## src/rtl/alu_result_fifo.sv

```systemverilog
// Capture FIFO for 4-bit ALU results with sticky overflow and a saturating carry counter.
// Optional macro PARITY_CHECK_EN adds a sticky perr output for stored-parity mismatches.
module alu_result_fifo #(
  parameter int unsigned DEPTH = 4,
  parameter int unsigned CW    = 8
) (
  input  logic                     clk,
  input  logic                     rst_n,
  input  logic                     ena,
  input  logic                     clr,
  input  logic                     in_valid,
  input  logic [3:0]               in_result,
  input  logic                     in_carry,
  input  logic                     in_parity,
  input  logic                     out_ready,
  output logic                     out_valid,
  output logic [5:0]               out_data,
  output logic [$clog2(DEPTH):0]   count,
  output logic                     full,
  output logic                     empty,
  output logic                     overflow,
  output logic [CW-1:0]            carry_cnt
`ifdef PARITY_CHECK_EN
  ,
  output logic                     perr
`endif
);

  localparam int unsigned AW   = $clog2(DEPTH);
  localparam int unsigned CNTW = AW + 1;

  logic [5:0]      r_mem [DEPTH];
  logic [AW-1:0]   r_wr_ptr;
  logic [AW-1:0]   r_rd_ptr;
  logic [CNTW-1:0] r_count;
  logic            r_overflow;
  logic [CW-1:0]   r_carry_cnt;

  logic            w_full;
  logic            w_empty;
  logic            w_pop;
  logic            w_push;
  logic            w_drop;
  logic [5:0]      w_entry;

  // clr and ena gate every state change, so push/pop are only live in normal operation
  assign w_full  = (r_count == CNTW'(DEPTH));
  assign w_empty = (r_count == '0);
  assign w_pop   = ena & ~clr & ~w_empty & out_ready;
  assign w_push  = ena & ~clr & in_valid & (~w_full | w_pop);
  assign w_drop  = ena & ~clr & in_valid & w_full & ~w_pop;
  assign w_entry = {in_parity, in_carry, in_result};

  always_ff @(posedge clk or negedge rst_n) begin
    if (!rst_n) begin
      r_wr_ptr    <= '0;
      r_rd_ptr    <= '0;
      r_count     <= '0;
      r_overflow  <= 1'b0;
      r_carry_cnt <= '0;
    end else if (clr) begin
      r_wr_ptr    <= '0;
      r_rd_ptr    <= '0;
      r_count     <= '0;
      r_overflow  <= 1'b0;
      r_carry_cnt <= '0;
    end else begin
      if (w_push) r_wr_ptr <= r_wr_ptr + AW'(1);
      if (w_pop)  r_rd_ptr <= r_rd_ptr + AW'(1);
      r_count <= r_count + CNTW'(w_push) - CNTW'(w_pop);
      if (w_drop) r_overflow <= 1'b1;
      if (w_push && in_carry && (r_carry_cnt != {CW{1'b1}}))
        r_carry_cnt <= r_carry_cnt + CW'(1);
    end
  end

  // Storage needs no reset: entries are only visible while counted as occupied
  always_ff @(posedge clk) begin
    if (w_push) r_mem[r_wr_ptr] <= w_entry;
  end

`ifdef PARITY_CHECK_EN
  logic r_perr;

  always_ff @(posedge clk or negedge rst_n) begin
    if (!rst_n) begin
      r_perr <= 1'b0;
    end else if (clr) begin
      r_perr <= 1'b0;
    end else if (w_push && ((^in_result) != in_parity)) begin
      r_perr <= 1'b1;
    end
  end

  assign perr = r_perr;
`endif

  assign out_valid = ~w_empty;
  assign out_data  = w_empty ? 6'b0 : r_mem[r_rd_ptr];
  assign count     = r_count;
  assign full      = w_full;
  assign empty     = w_empty;
  assign overflow  = r_overflow;
  assign carry_cnt = r_carry_cnt;

endmodule

```

## config.mk

```make
export PLATFORM = sky130hd
export DESIGN_NAME = alu_result_fifo
export DESIGN_NICKNAME = d
export VERILOG_FILES = /design/src/rtl/alu_result_fifo.sv
export SDC_FILE = /design/constraint.sdc
export NUM_CORES = 1
export LEC_CHECK = 0
export BUFFER_PORTS_ARGS = -buffer_cell sky130_fd_sc_hd__buf_2
export CORE_MARGIN = 2
export CORE_UTILIZATION = 45
export CTS_CLUSTER_DIAMETER = 30
export CTS_CLUSTER_SIZE = 28
export DETAILED_ROUTE_END_ITERATION = 10
export PLACE_DENSITY = 0.66
export SLEW_MARGIN = 30
export SYNTH_ARGS = -nofsm -noshare
export SYNTH_HDL_FRONTEND = slang
export SYNTH_SLANG_ARGS = --single-unit
```

## constraint.sdc

```tcl
create_clock -name clk -period 2.8 [get_ports clk]
set_input_delay 0.56 -clock clk [delete_from_list [all_inputs] [get_ports clk]]
set_output_delay 0.56 -clock clk [all_outputs]
set_load 0.05 [all_outputs]
```

==> flow_summary.toml <==
[yosys]
syn_area_mm2 = 0.00188
synth-async-reset-ratio_pct = 40.0
ys_ff_latch = 40
ys_warn_count = 0
netlist_instances = 132
postSynthAreaPerCell_um2 = 14.2
synth_top_area_share_pct = 38.4
ys_types = 37
synth-edff-count = 24
synth.area.top_cells = "edfxtp_1, dfrtp_1, mux4_2"
synth_area_leader_cell = "edfxtp_1"
syn_nets = 151
yosysSeqAreaShare_pct = 59.8
synth-main-ff-cell = "edfxtp_1"

[sta]
max_freq_ghz = 0.412
rsz0062_at_grt = "false"
fin_ws_ns = 0.372
finalHoldWorstSlack_ns = 0.173
slew_headroom_pct = 61.1
setup_violations = 0
finClkSkew_ns = 0.00505
period_share_pct = 86.7
fin_crit_ns = 2.43
fin_setup_tns_ns = 0
finalHoldViolations = 0
worst_slew_pin_slew_ns = 0.580
slew_viol_final = 0

[placed_design]
placed_area_mm2 = 0.00208
place_hpwl_um = 2450
gp_congestion = 0.761
dp_slack_ns = 0.348
port_buffers = 32

[pwr]
p_int_uw = 947
p_seq_share_pct = 50.9
switching_share_pct = 25.3
p_sw_uw = 321
clkPwrFrac_pct = 36.2
combPwrFrac_pct = 12.9
fin_total_pwr_mw = 1.27
powerDensity_mw_per_mm2 = 578
p_leak_nw = 0.919
peakVddDrop_mv = 0.299

[final_layout]
design_area_mm2 = 0.00219
fillCellCount = 335
syn_to_final_growth_pct = 16.9
n_antenna_cell = 0
nNetsFinal = 186
drive_above_1_share_pct = 31.0

[die]
coreArea_mm2 = 0.00400
initial_core_util_pct = 46.9
placementRows = 23
die-area_mm2 = 0.00470
die_x_um = 68.6
die_h_um = 68.6
num_io_pins = 33

[setup_path]
crit_path_max_fanout = 8
worstSetupPathType = "reg -> out"
cp-start-kind = "register"
arrival_ns = 1.87
end_kind = "output port"
critical_path_required_ns = 2.24

[clocking]
cts.sink_count = 40
ctsResizeCount = 0
cts_setup_buffers = 0
clockRootBuffer = "clkbuf_8"
ctsHoldBuffers = 0
clk_pin_slew_worst_paths_ns = 0.08
clkLatencyLatePin_ns = 0.29
cts_buffer_depth = 2
cts_made_buffers = 5
cts_tree = "done"
htree_levels = 2

[route]
antenna_left = 0
vias_per_cell = 5.28
vias = 1151
wl_per_cell_um = 15.4
dr.first_iter.drc_count = 46
drt_pass1_iterations = 4
drc = 0
drt-total-wl_um = 3360

[grt]
grt_pass1_wl_um = 5560
antenna_found_initial = 0
grt_pass1_vias = 1178
grt_max_degree = 18
overflow = 0
grtUsageTotal_pct = 16.8

[status]
status = "completed"

[min_path]
hold_path_class = "in -> async"

[flow_run]
drv_cap = 0
[worst max-delay path, stage by stage (launching register included)]
cell	delay [ns]
dfrtp_1	0.65
mux4_2	0.56
and2_1	0.16
buf_2	0.20
[power groups by stage]
stage / Clock (mW) / Sequential [mW] / Combinational [mW]
after detailed placement: 0 / 0.659 / 0.166
after global placement: 0 / 0.658 / 0.161
final: 0.459 / 0.646 / 0.163
after CTS: 0.472 / 0.646 / 0.166
after floorplan: 0 / 0.668 / 0.105
after global routing: 0.495 / 0.647 / 0.178
[cell families after synthesis]
group,share of synthesized area [%]
flops,59.8
mux,8.81
simple gates,15.0
buf+inv,2.94
fa+ha+maj,5.07
compound gates,5.60
xor+xnor,2.80
[path summary, 6_finish.rpt]
| kind | from | to | slack, ns | depth (start not counted) |
|---|---|---|---|---|
| setup / recovery | r_rd_ptr[0] | out_data[2] | 0.37 | 3 |
| hold / removal | rst_n | r_rd_ptr[1] | 0.17 | 1 |
| setup reg to reg | count[1] | count[1] | 0.57 | 8 |
| hold reg to reg | overflow | overflow | 0.53 | 2 |
| max in group asynchronous | rst_n | carry_cnt[3] | 2.37 | 1 |
| min in group clk | in_result[3] | r_mem[1][3] | 0.49 | 1 |
[metal layers]
layer / vias up / wire length, µm / global-route usage [%]
met5: - / 0 / 0
met4: 0 / 49 / 6.00
met2: 30 / 1670 / 28.6
li1: 551 / - / -
met3: 6 / 198 / 5.68
met1: 564 / 1440 / 19.9
[placed cells by master (no fill, tap or decap), types with 5 or more instances in the layout]
master / n
dfrtp_1: 16
mux4_2: 6
inv_1: 6
buf_2: 32
clkbuf_8: 5
edfxtp_1: 24
ha_1: 6
and2_1: 10
nor2_1: 10
[flip-flops by register name, summed over array words and instances, names as in the netlist]
register,count
r_wr_ptr,2
count,3
r_mem,24
r_rd_ptr,2
overflow,1
carry_cnt,8
[synthesized netlist by cell type (all sizes together), types with 2 or more instances]
master and n:
a211oi 2, a21oi 3, a31oi 2, and2 10, and3 3, buf 4
clkbuf 2, dfrtp 16, edfxtp 24, ha 6, inv 6, mux2i 3
mux4 6, nand2 3, nand3 2, nor2 10, nor2b 4, o21ai 3
or3 4, xnor2 4, xor2 2
[final cells by class]
| cell class | count | area, µm² | area share, % |
|---|---|---|---|
| sequential | 40 | 1120 | 51.1 |
| multi-input combinational | 80 | 699 | 31.9 |
| timing repair buffer | 34 | 175 | 7.99 |
| clock buffer | 5 | 68.8 | 3.14 |
| tap | 50 | 62.6 | 2.85 |
| clock inverter | 3 | 42.5 | 1.94 |
| inverter | 6 | 22.5 | 1.03 |
[stage by stage]
step           util [%]  cells
2_1_floorplan         -    132
3_3_place_gp       52.0    210
3_5_place_dp       52.0    210
4_1_cts            54.8    218
5_1_grt            54.8    218
6_report           54.8    218
Note: power is estimated with default switching activity, not from simulation.
